<file path="config.mk">
export PLATFORM = sky130hd
export DESIGN_NAME = cic_decimator
export DESIGN_NICKNAME = d
export VERILOG_FILES = /design/src/rtl/cic_decimator_pkg.sv /design/src/rtl/cic_comb_stage.sv /design/src/rtl/cic_decimator.sv
export SDC_FILE = /design/constraint.sdc
export NUM_CORES = 1
export LEC_CHECK = 0
export ABC_AREA = 1
export CAP_MARGIN = 15
export CORE_MARGIN = 2
export CORE_UTILIZATION = 44
export CTS_BUF_LIST = sky130_fd_sc_hd__clkbuf_2 sky130_fd_sc_hd__clkbuf_4 sky130_fd_sc_hd__clkbuf_8
export DETAILED_ROUTE_END_ITERATION = 7
export GPL_TIMING_DRIVEN = 0
export HOLD_SLACK_MARGIN = 0.08
export REMOVE_ABC_BUFFERS = 1
export SLEW_MARGIN = 20
export SYNTH_ARGS = -nofsm -noshare
export SYNTH_HDL_FRONTEND = slang
export SYNTH_HIERARCHICAL = 1
export SYNTH_SLANG_ARGS = --single-unit
</file>
<file path="constraint.sdc">
create_clock -name clk -period 10.4 [get_ports clk]
set_input_delay 1.56 -clock clk [delete_from_list [all_inputs] [get_ports clk]]
set_output_delay 1.56 -clock clk [all_outputs]
set_load 0.02 [all_outputs]
</file>
<file path="src/rtl/cic_decimator_pkg.sv">
// CIC decimator shared defaults and width helpers.
// Also consumed by the half-band filter parameter set.
package cic_decimator_pkg;

  localparam int CIC_ORDER_DEF  = 4;
  localparam int DECIM_DEF      = 64;
  localparam int DIFF_DELAY_DEF = 1;
  localparam int OUT_WIDTH_DEF  = 24;

  // Register growth of an N-stage CIC plus 2 bits for the +/-1 input.
  function automatic int cic_acc_w(
    input int n,
    input int r,
    input int m
  );
    return 2 + n * $clog2(r * m);
  endfunction

endpackage

</file>
<file path="src/rtl/cic_comb_stage.sv">
// One registered CIC comb stage: y = x - x[n-M].
// Delay line advances only on qualified samples.
module cic_comb_stage #(
  parameter int WIDTH = 26,
  parameter int M     = 1
) (
  input  logic             clk,
  input  logic             rst_n,
  input  logic             in_valid,
  input  logic [WIDTH-1:0] x,
  output logic             out_valid,
  output logic [WIDTH-1:0] y
);

  logic [WIDTH-1:0] dly [M];

  // Difference against the M-deep history, valid follows one clk later.
  always_ff @(posedge clk or negedge rst_n) begin
    if (!rst_n) begin
      for (int i = 0; i < M; i++) dly[i] <= '0;
      y         <= '0;
      out_valid <= 1'b0;
    end else begin
      out_valid <= in_valid;
      if (in_valid) begin
        y      <= x - dly[M-1];
        dly[0] <= x;
        for (int i = 1; i < M; i++) dly[i] <= dly[i-1];
      end
    end
  end

endmodule

</file>
<file path="src/rtl/cic_decimator.sv">
// 1-bit sigma-delta CIC decimator: N integrators at input
// rate, decimate by R, N pipelined combs, round and saturate.
module cic_decimator
  import cic_decimator_pkg::*;
#(
  parameter int CIC_ORDER  = CIC_ORDER_DEF,
  parameter int DECIM      = DECIM_DEF,
  parameter int DIFF_DELAY = DIFF_DELAY_DEF,
  parameter int OUT_WIDTH  = OUT_WIDTH_DEF
) (
  input  logic                 clk,
  input  logic                 rst_n,
  input  logic                 data_in,
  input  logic                 in_valid,
  output logic [OUT_WIDTH-1:0] data_out,
  output logic                 out_valid
);

  localparam int ACC_W = cic_acc_w(CIC_ORDER, DECIM, DIFF_DELAY);
  localparam int CNT_W = $clog2(DECIM);
  localparam int SHIFT = ACC_W - OUT_WIDTH - 2;
  localparam int EW    = ACC_W + OUT_WIDTH + 2;

  localparam logic [CNT_W-1:0] CNT_MAX = CNT_W'(DECIM - 1);

  localparam logic signed [EW-1:0] ONE = EW'(1);
  localparam logic signed [EW-1:0] HI  = (ONE <<< (OUT_WIDTH - 1)) - ONE;
  localparam logic signed [EW-1:0] LO  = -HI - ONE;

  logic [ACC_W-1:0] x_ext;
  logic [ACC_W-1:0] acc;
  logic [ACC_W-1:0] integ     [CIC_ORDER];
  logic [ACC_W-1:0] integ_nxt [CIC_ORDER];

  logic [CNT_W-1:0] cnt;
  logic [ACC_W-1:0] smp;
  logic             smp_v;

  logic [ACC_W-1:0] cx [CIC_ORDER+1];
  logic [CIC_ORDER:0] cv;

  logic signed [EW-1:0] ext;
  logic signed [EW-1:0] rnd;
  logic signed [EW-1:0] sat;

  assign x_ext = data_in ? ACC_W'(1) : '1;

  // Cascaded integrator sums, so the latched sample sees this input.
  always_comb begin
    acc = x_ext;
    for (int i = 0; i < CIC_ORDER; i++) begin
      acc          = integ[i] + acc;
      integ_nxt[i] = acc;
    end
  end

  // Integrator state, wrapping modulo 2^ACC_W on purpose.
  always_ff @(posedge clk or negedge rst_n) begin
    if (!rst_n) begin
      for (int i = 0; i < CIC_ORDER; i++) integ[i] <= '0;
    end else if (in_valid) begin
      for (int i = 0; i < CIC_ORDER; i++) integ[i] <= integ_nxt[i];
    end
  end

  // Decimation counter and sample latch into the comb pipeline.
  always_ff @(posedge clk or negedge rst_n) begin
    if (!rst_n) begin
      cnt   <= '0;
      smp   <= '0;
      smp_v <= 1'b0;
    end else begin
      smp_v <= 1'b0;
      if (in_valid) begin
        if (cnt == CNT_MAX) begin
          cnt   <= '0;
          smp   <= integ_nxt[CIC_ORDER-1];
          smp_v <= 1'b1;
        end else begin
          cnt <= cnt + 1'b1;
        end
      end
    end
  end

  assign cx[0] = smp;
  assign cv[0] = smp_v;

  for (genvar g = 0; g < CIC_ORDER; g++) begin : g_comb
    cic_comb_stage #(
      .WIDTH (ACC_W),
      .M     (DIFF_DELAY)
    ) u_comb (
      .clk       (clk),
      .rst_n     (rst_n),
      .in_valid  (cv[g]),
      .x         (cx[g]),
      .out_valid (cv[g+1]),
      .y         (cx[g+1])
    );
  end

  assign ext = EW'(signed'(cx[CIC_ORDER]));

  if (SHIFT > 0) begin : g_rnd
    localparam logic signed [EW-1:0] HALF = ONE <<< (SHIFT - 1);
    assign rnd = (ext + HALF) >>> SHIFT;
  end else begin : g_nornd
    assign rnd = ext;
  end

  // Clamp to the signed output range.
  always_comb begin
    sat = rnd;
    if (rnd > HI) sat = HI;
    else if (rnd < LO) sat = LO;
  end

  // Output register; data holds between valid pulses.
  always_ff @(posedge clk or negedge rst_n) begin
    if (!rst_n) begin
      data_out  <= '0;
      out_valid <= 1'b0;
    end else begin
      out_valid <= cv[CIC_ORDER];
      if (cv[CIC_ORDER]) data_out <= sat[OUT_WIDTH-1:0];
    end
  end

endmodule

</file>
==> results of run 1 <==
-- worst min path at each step --
stage	startpoint	endpoint	slack [ns]	depth (start not counted)
floorplan	g_comb[3].u_comb/y[1]	g_comb[3].u_comb/y[1]	0.44	2
global placement	g_comb[3].u_comb/y[1]	g_comb[3].u_comb/y[1]	0.46	2
detailed placement	g_comb[3].u_comb/y[1]	g_comb[3].u_comb/y[1]	0.46	2
CTS	g_comb[3].u_comb/y[1]	g_comb[3].u_comb/y[1]	0.48	2
global route	integ[19]	integ[19]	0.50	2
finish	g_comb[3].u_comb/y[1]	g_comb[3].u_comb/y[1]	0.48	2
-- metrics by stage --
stage          hold WS (ns)  instances  area (sq um)   util  setup TNS (ns)
6_report              0.477       4692         29500  0.490               0
5_1_grt               0.499       4692         29500  0.490               0
4_1_cts               0.475       4692         29500  0.490               0
3_5_place_dp          0.463       4563         27900  0.464               0
3_3_place_gp          0.456       4552         27600  0.459        -3440.23
2_1_floorplan         0.443       3742         26300      -               0
-- logic make-up (layout without fill, tap and decap cells) --
logic type      count (synthesis)  after routing  share of synthesized area
simple gates                 1963           1963                      0.309
buf+inv                       648            737                     0.0918
xor+xnor                      119            119                     0.0397
fa+ha+maj                     212            212                      0.102
flops                         374            374                      0.351
mux                             1              1                   0.000422
compound gates                504            504                      0.107
-- routing by layer --
layer	global-route usage	up-vias	wire length, um
met5	0	-	0
met4	0.0551	0	1110
met3	0.0286	83	2230
met2	0.337	313	28300
met1	0.292	10200	31700
li1	-	12200	-
-- cells in the final DEF (no fill, tap or decap), types with 23 or more instances in the layout --
| cell | synthesis | routed |
|---|---|---|
| nand2_1 | 1357 | 1356 |
| inv_1 | 566 | 565 |
| dfrtp_1 | 374 | 370 |
| nand3_1 | 225 | 225 |
| o21ai_0 | 225 | 225 |
| ha_1 | 204 | 204 |
| nor2_1 | 193 | 193 |
| a21oi_1 | 153 | 152 |
| clkbuf_8 | 0 | 89 |
| xnor2_1 | 60 | 60 |
| xor2_1 | 57 | 57 |
| nand2_2 | 32 | 33 |
| nand4_1 | 33 | 33 |
| clkdlybuf4s50_1 | 0 | 26 |
| clkbuf_4 | 0 | 25 |
| o22ai_1 | 23 | 23 |
-- worst register-to-register path, delay by kind of cell (launching register included) --
| family | cells | cell delay, ns |
|---|---|---|
| XOR/XNOR | 4 | 0.79 |
| buffers and inverters | 3 | 0.27 |
| adder cells (fa/ha/maj) | 4 | 1.52 |
| AND/OR/NAND/NOR | 11 | 1.77 |
| AO/OA/AOI/OAI | 10 | 2.22 |
| flip-flops | 1 | 0.40 |
-- cell type report --
type	count	share of cell area
repair buffers	39	0.0183
well taps	782	0.0332
clock buffers	114	0.0480
flip-flops and latches	374	0.318
inverters	569	0.0727
multi-input cells	2799	0.504
clock inverters	15	0.00586
-- sequential cells by signal, indices dropped and copies added, names as in the netlist --
signal / flops
smp: 26
integ: 104
smp_v: 1
out_valid: 1
data_out: 24
cnt: 6
g_comb.u_comb/y: 104
g_comb.u_comb/out_valid: 4
g_comb.u_comb/dly: 104
==> flow_summary.toml, run 1 <==
[clock_network]
root_buffer = "clkbuf_8"
cts-buffers-inserted = 73
cts.sinks = 374
cts_tree = "yes"
cts_resized = 0
cts_max_path_buffers = 3
holdBufCountCts = 0
post_cts_buffers = 0
clk_pin_slew_worst_paths_ns = 0.06
clock_latency_ns = 0.66
cts.htree.levels = 3

[yosys]
async_flop_share = 1.00
syn_inst = 3821
yosys.area.top_type_share = 0.351
syn-cell-area_sq_um = 26700
synthTopCellsByCount = "nand2_1, inv_1, dfrtp_1, nand3_1, o21ai_0"
synth_edf_count = 0
synth_ff_type = "dfrtp_1"
synth_area_leader_cell = "dfrtp_1"
seq_area_frac_synth = 0.351
yosys-top-cells-area = "dfrtp_1, nand2_1, ha_1, inv_1, nand3_1"
postSynthAreaPerCell_sq_um = 6.98
yosysWarnings = 6
ys_ff_latch = 374
synth_most_common_cell = "nand2_1"
synthDistinctLibCells = 54

[timing]
slew_violations = 0
rsz0062_at_grt = "false"
setup_viol = 0
finalCritPeriodShare = 0.858
fmax_ghz = 0.112
slew_headroom = 0.305
tightest_slew_ns = 1.04
setup_ws_ns = 1.47
hold_viol_final = 0
skew_ns = 0.0211
final.min_clock_period_ns = 8.93

[critical_path]
ff2ff_path_depth = 32
path_max_fanout = 24
path_class = "in -> reg"
path_depth = 36
path_buf_inv = 3
crit_required_ns = 10.93
r2r-end = "smp[25]"
cp_slowest_cell = "inv_1"
rrSetupSlack_ns = 3.31
cpLargestDelayFamily = "compound AO/OA/AOI/OAI gates"
critPathCapture = "smp[25]"
max_stage_delay_ns = 0.73
arrival_ns = 9.45
crit_top_cell = "nand2_1"
worstSetupStartpoint = "data_in"
r2r_start = "integ[78]"
start_kind = "input pin"
critPathCaptureType = "flop"

[placement]
port-buffer-count = 28
post-dp-hpwl_mm = 48.1
gp_congestion = 0.890
place_ws_ns = 0.847

[route]
firstDrtPassIters = 7
ant_nets = 0
wl_per_cell_um = 13.5
drc = 0
totalWireLength_mm = 63.3
vias = 22800
routed_via_density = 4.86
drt_iter0_markers = 1200

[hold_path]
hp-class = "reg -> reg"

[global_routing]
grt_pass1_wl_mm = 108
grtUsageTotal = 0.208
grt_pass1_vias = 21700
antenna_found_initial = 1
grt_overflow = 0
grt_start_max_net_pins = 102

[finish]
drive_gt1_frac = 0.0691
multi_input_area_sq_um = 14900
fill_cells = 6224
antenna-diode-count = 0
final_nets = 4072
syn_to_final_growth_pct = 10.5
seq_area_sq_um = 9360

[floorplan]
fp.dieW_um = 250
ios = 29
dieArea_sq_um = 62600
initial_core_util = 0.443
die_y_um = 250
rows = 90
core_sq_um = 60100

[flow_run]
cap_violations = 0

[outcome]
status = "finished clean"
Power of run 1 is left out: the tool's default activity adds up to more than one toggle a clock period on the data nets, which glitch-free logic cannot reach.
==> run 2: changes to the inputs <==
Settings changed: CELL_PAD_IN_SITES_DETAIL_PLACEMENT from default to 1, CELL_PAD_IN_SITES_GLOBAL_PLACEMENT from default to 1, PLACE_DENSITY_LB_ADDON from default to 0.1.
==> flow_summary.toml, run 2 (synthesized netlist as in run 1, its figures left out) <==
[outcome]
status = "finished clean"

[timing]
hold_viol_final = 0
fmax_ghz = 0.110
setup_ws_ns = 1.28
slew_violations = 0
slew_headroom = 0.323
finalCritPeriodShare = 0.877
rsz0062_at_grt = "false"
tightest_slew_ns = 1.01
fin_tns_setup_ns = 0
setup_viol = 0
final.min_clock_period_ns = 9.12
skew_ns = 0.0335

[finish]
fill_cells = 7861
final_cell_area_sq_um = 29400
final_common_cell = "nand2_1"
reg.largest.list = "g_comb.u_comb/dly (104), g_comb.u_comb/y (104), integ (104)"
final_nets = 4073
final_cell_mix = "nand2_1, inv_1, dfrtp_1, nand3_1, o21ai_0"
syn_to_final_growth_pct = 10.3
drive_gt1_frac = 0.0683
final_core_util = 0.489

[floorplan]
initial_core_util = 0.443
rows = 90
ios = 29
fp.dieW_um = 250
core_sq_um = 60100
dieArea_sq_um = 62600
die_y_um = 250

[placement]
post_dp_cell_area_sq_um = 27900
post-dp-hpwl_mm = 57.7
port-buffer-count = 28
place_ws_ns = 0.582
gp_congestion = 0.878

[hold_path]
hp-class = "reg -> reg"

[global_routing]
grtUsageMet2 = 0.426
antenna_found_initial = 1
grt_pass1_wl_mm = 126
grt_pass1_vias = 25600
grt_busiest_layer = "met2"
grt.met3_usage = 0.0316
grtUsageTotal = 0.242
grt_util_met1 = 0.310
grt_start_max_net_pins = 97
grt_overflow = 0

[critical_path]
start_kind = "input pin"
crit_top_cell = "nand2_1"
path_class = "in -> reg"
max_stage_delay_ns = 0.77
arrival_ns = 9.66
path_buf_inv = 3
cp_slowest_cell = "inv_1"
cpLargestDelayFamily = "simple AND/OR/NAND/NOR gates"
path_max_fanout = 24
crit_required_ns = 10.94
critPathCaptureType = "flop"

[clock_network]
cts.sinks = 374
holdBufCountCts = 0
cts_resized = 0
cts_max_path_buffers = 3
cts.htree.levels = 3
cts-buffers-inserted = 74
clk_pin_slew_worst_paths_ns = 0.06
clock_latency_ns = 0.67
post_cts_buffers = 0
root_buffer = "clkbuf_8"
cts_tree = "yes"

[flow_run]
cap_violations = 0

[route]
vias = 24000
wl_per_cell_um = 15.8
ant_nets = 0
drc = 0
routed_via_density = 5.12
drt_iter0_markers = 902
totalWireLength_mm = 74.0
firstDrtPassIters = 5
[run 2: path summary, 6_finish.rpt]
check	from	to	slack [ns]	cells past startpoint
min in group asynchronous	rst_n	g_comb[1].u_comb/dly[6]	0.78	1
worst max register to register	integ[78]	smp[25]	3.21	32
worst min register to register	g_comb[3].u_comb/y[1]	g_comb[3].u_comb/y[1]	0.48	2
max in group asynchronous	rst_n	integ[84]	8.03	4
worst min-delay path	g_comb[3].u_comb/y[1]	g_comb[3].u_comb/y[1]	0.48	2
worst max-delay path	data_in	smp[25]	1.28	36
[run 2: worst min-delay path, stage by stage (launching register included)]
cell and delay, ns:
dfrtp_1 0.35, nand2_1 0.05, nand2_1 0.05
[run 2: cell type report]
| class | instances | area (sq um) | area share |
|---|---|---|---|
| Tap cell | 782 | 978 | 0.0333 |
| Antenna cell | 2 | 5.00 | 0.000170 |
| Sequential cell | 374 | 9360 | 0.318 |
| Timing Repair Buffer | 39 | 554 | 0.0189 |
| Multi-Input combinational cell | 2799 | 14900 | 0.505 |
| Clock buffer | 114 | 1410 | 0.0478 |
| Inverter | 569 | 2140 | 0.0728 |
| Clock inverter | 12 | 104 | 0.00353 |
[run 2: metal layers]
metal	wire [um]	vias to the layer above
li1	-	12200
met1	34600	11500
met2	35800	237
met3	2080	112
met4	1560	0
met5	0	-
[run 2: stage by stage]
stage / hold slack, ns / instances
floorplan: 0.443 / 3742
global route: 0.505 / 4689
CTS: 0.481 / 4689
finish: 0.477 / 4691
global placement: 0.464 / 4552
detailed placement: 0.469 / 4563
Power of run 2 is left out for the same reason.
==> patch: new RTL, config.mk and constraints of run 1 <==
`CIC_ORDER_DEF`: 4 -> 2.
--- a/src/rtl/cic_decimator_pkg.sv
+++ b/src/rtl/cic_decimator_pkg.sv
@@ -3,5 +3,5 @@
 package cic_decimator_pkg;
 
-  localparam int CIC_ORDER_DEF  = 4;
+  localparam int CIC_ORDER_DEF  = 2;
   localparam int DECIM_DEF      = 64;
   localparam int DIFF_DELAY_DEF = 1;
Function: same outputs for any inputs over 10 cycles, from zero or initial values and one cycle with rst_n low; that may be too few to reach the edited logic, so the function may still have changed.
==> patch against run 1 <==
Setup slack better by 4.2 ns. Cell area is 72% lower. Sequential cell count is 251 lower. Area after synthesis shrank 72%. Routed wire length decreased by 78%. Via count fell by 74%. Maximum frequency is 88% higher.
Power is left out: the tool's default activity adds up to more than one toggle a clock period on the data nets, which glitch-free logic cannot reach.
==> patch: results (changes against run 1) <==
status -> completed
biggest registers after layout -> g_comb.u_comb/dly: 28 flops, g_comb.u_comb/y: 28 flops, integ: 28 flops
clk_lat worst skew -> 0.43 ns (-0.23 ns)
Via density -> 4.796 (-1.3%)
router iterations before antenna repair -> 5 (-2)
Hold Path End -> g_comb[1].u_comb/y[12]$_DFFE_PN0P_
H-tree depth -> 4 (+1)
worst path arrival time -> 5.13 ns (-4.32 ns)
worst r2r path cells -> 15 (-53%)
global-route wire length before repair -> 25570 µm (-76%)
Hold Startpoint -> g_comb[1].u_comb/y[12]$_DFFE_PN0P_
GR Layer Usage met2 -> 0.3153 (-0.02170)
routed length on met1 -> 6450 µm (-80%)
Critical R2R Launch -> integ[14]$_DFFE_PN0P_
fin nets -> 1052 (-74%)
Post-Synth Adder-Cell Area -> 0.09870 (-0.003075)
fin cells -> 1222 (-74%)
commonest cells in the netlist -> nand2_1 (334), dfrtp_1 (123), inv_1 (117), nand3_1 (59), o21ai_0 (59)
met3 wire len -> 385 µm (-83%)
FF-to-FF setup slack -> 7.19 ns (+3.88 ns)
top cells by area, synth -> dfrtp_1 (41%), nand2_1 (17%), ha_1 (8.8%), inv_1 (5.8%), nand3_1 (3.9%)
Worst setup endpoint -> smp[13]$_DFFE_PN0P_
met3 Track Usage GR -> 0.04429 (+0.01572)
xor and xnor area share after synthesis -> 0.03373 (-0.005937)
worst-case hold slack -> 0.4806 ns (+0.003490 ns)
post-synthesis sequential area ratio -> 0.4088 (+0.05762)
antenna violations before repair -> 0 (-1)
DR iter-0 viols -> 221 (-82%)
Cell variety after synth -> 39 (-28%)
post-synthesis average cell area -> 7.731 µm² (+11%)
Synth Area in Compound Gates -> 0.08209 (-0.02453)
Placer Congestion -> 0.8446 (-5.1%)
multi-input logic area -> 3830 µm² (-74%)
Placed Area -> 7943 µm² (-72%)
CTS root buf -> clkbuf_8
relative slew slack -> 0.3733 (+0.06793)
mux cell area share after synthesis -> 0.01944 (+0.01902)
pin count of the biggest net entering global routing -> 96 (-5.9%)
met2 WL post-DR -> 7086 µm (-75%)
Routed WL -> 14130 µm (-78%)
Num CTS Buffers -> 17 (-77%)
Max FO, Critical Path -> 13 (-46%)
global routing usage on met1 -> 0.1995 (-0.09230)
Place WS -> 5.203 ns (+4.356 ns)
Crit path largest cell delay -> 0.44 ns (-0.29 ns)
fillers -> 1651 (-73%)
slowest CP cell -> clkdlybuf4s50_1
gr usage total -> 0.1726 (-0.03522)
placed wire-length estimate -> 10460 µm (-78%)
fraction of layout cells with a size suffix above 1 -> 0.07485 (+0.005797)
==> patch: cell count changes in the layout (fill, tap and decap cells not counted), moves of 23 or more <==
cell             run 1  this run
nand2_1           1356       334
inv_1              565       117
dfrtp_1            370       121
nand3_1            225        59
o21ai_0            225        59
ha_1               204        53
nor2_1             193        50
a21oi_1            152        33
clkbuf_8            89        21
xnor2_1             60        15
xor2_1              57        14
clkbuf_4            25         1
nand4_1             33        10
o22ai_1             23         0
==> patch: worst max-delay path: cells and delay by family <==
kind                       cells  cell delay (ns)
xor gates and xnor gates       1             0.22
AOI/OAI and AO/OA              4             0.99
buffers and inverters          3             0.89
adders and majority gates      2             0.72
and+or+nand+nor                7             0.74
==> patch: layout make-up <==
type	instances	area share
multi-input cells	701	0.4598
clock buffers	22	0.03560
well taps	220	0.03305
clock inverters	8	0.01112
inverters	119	0.05363
repair buffers	29	0.03695
flip-flops and latches	123	0.3698
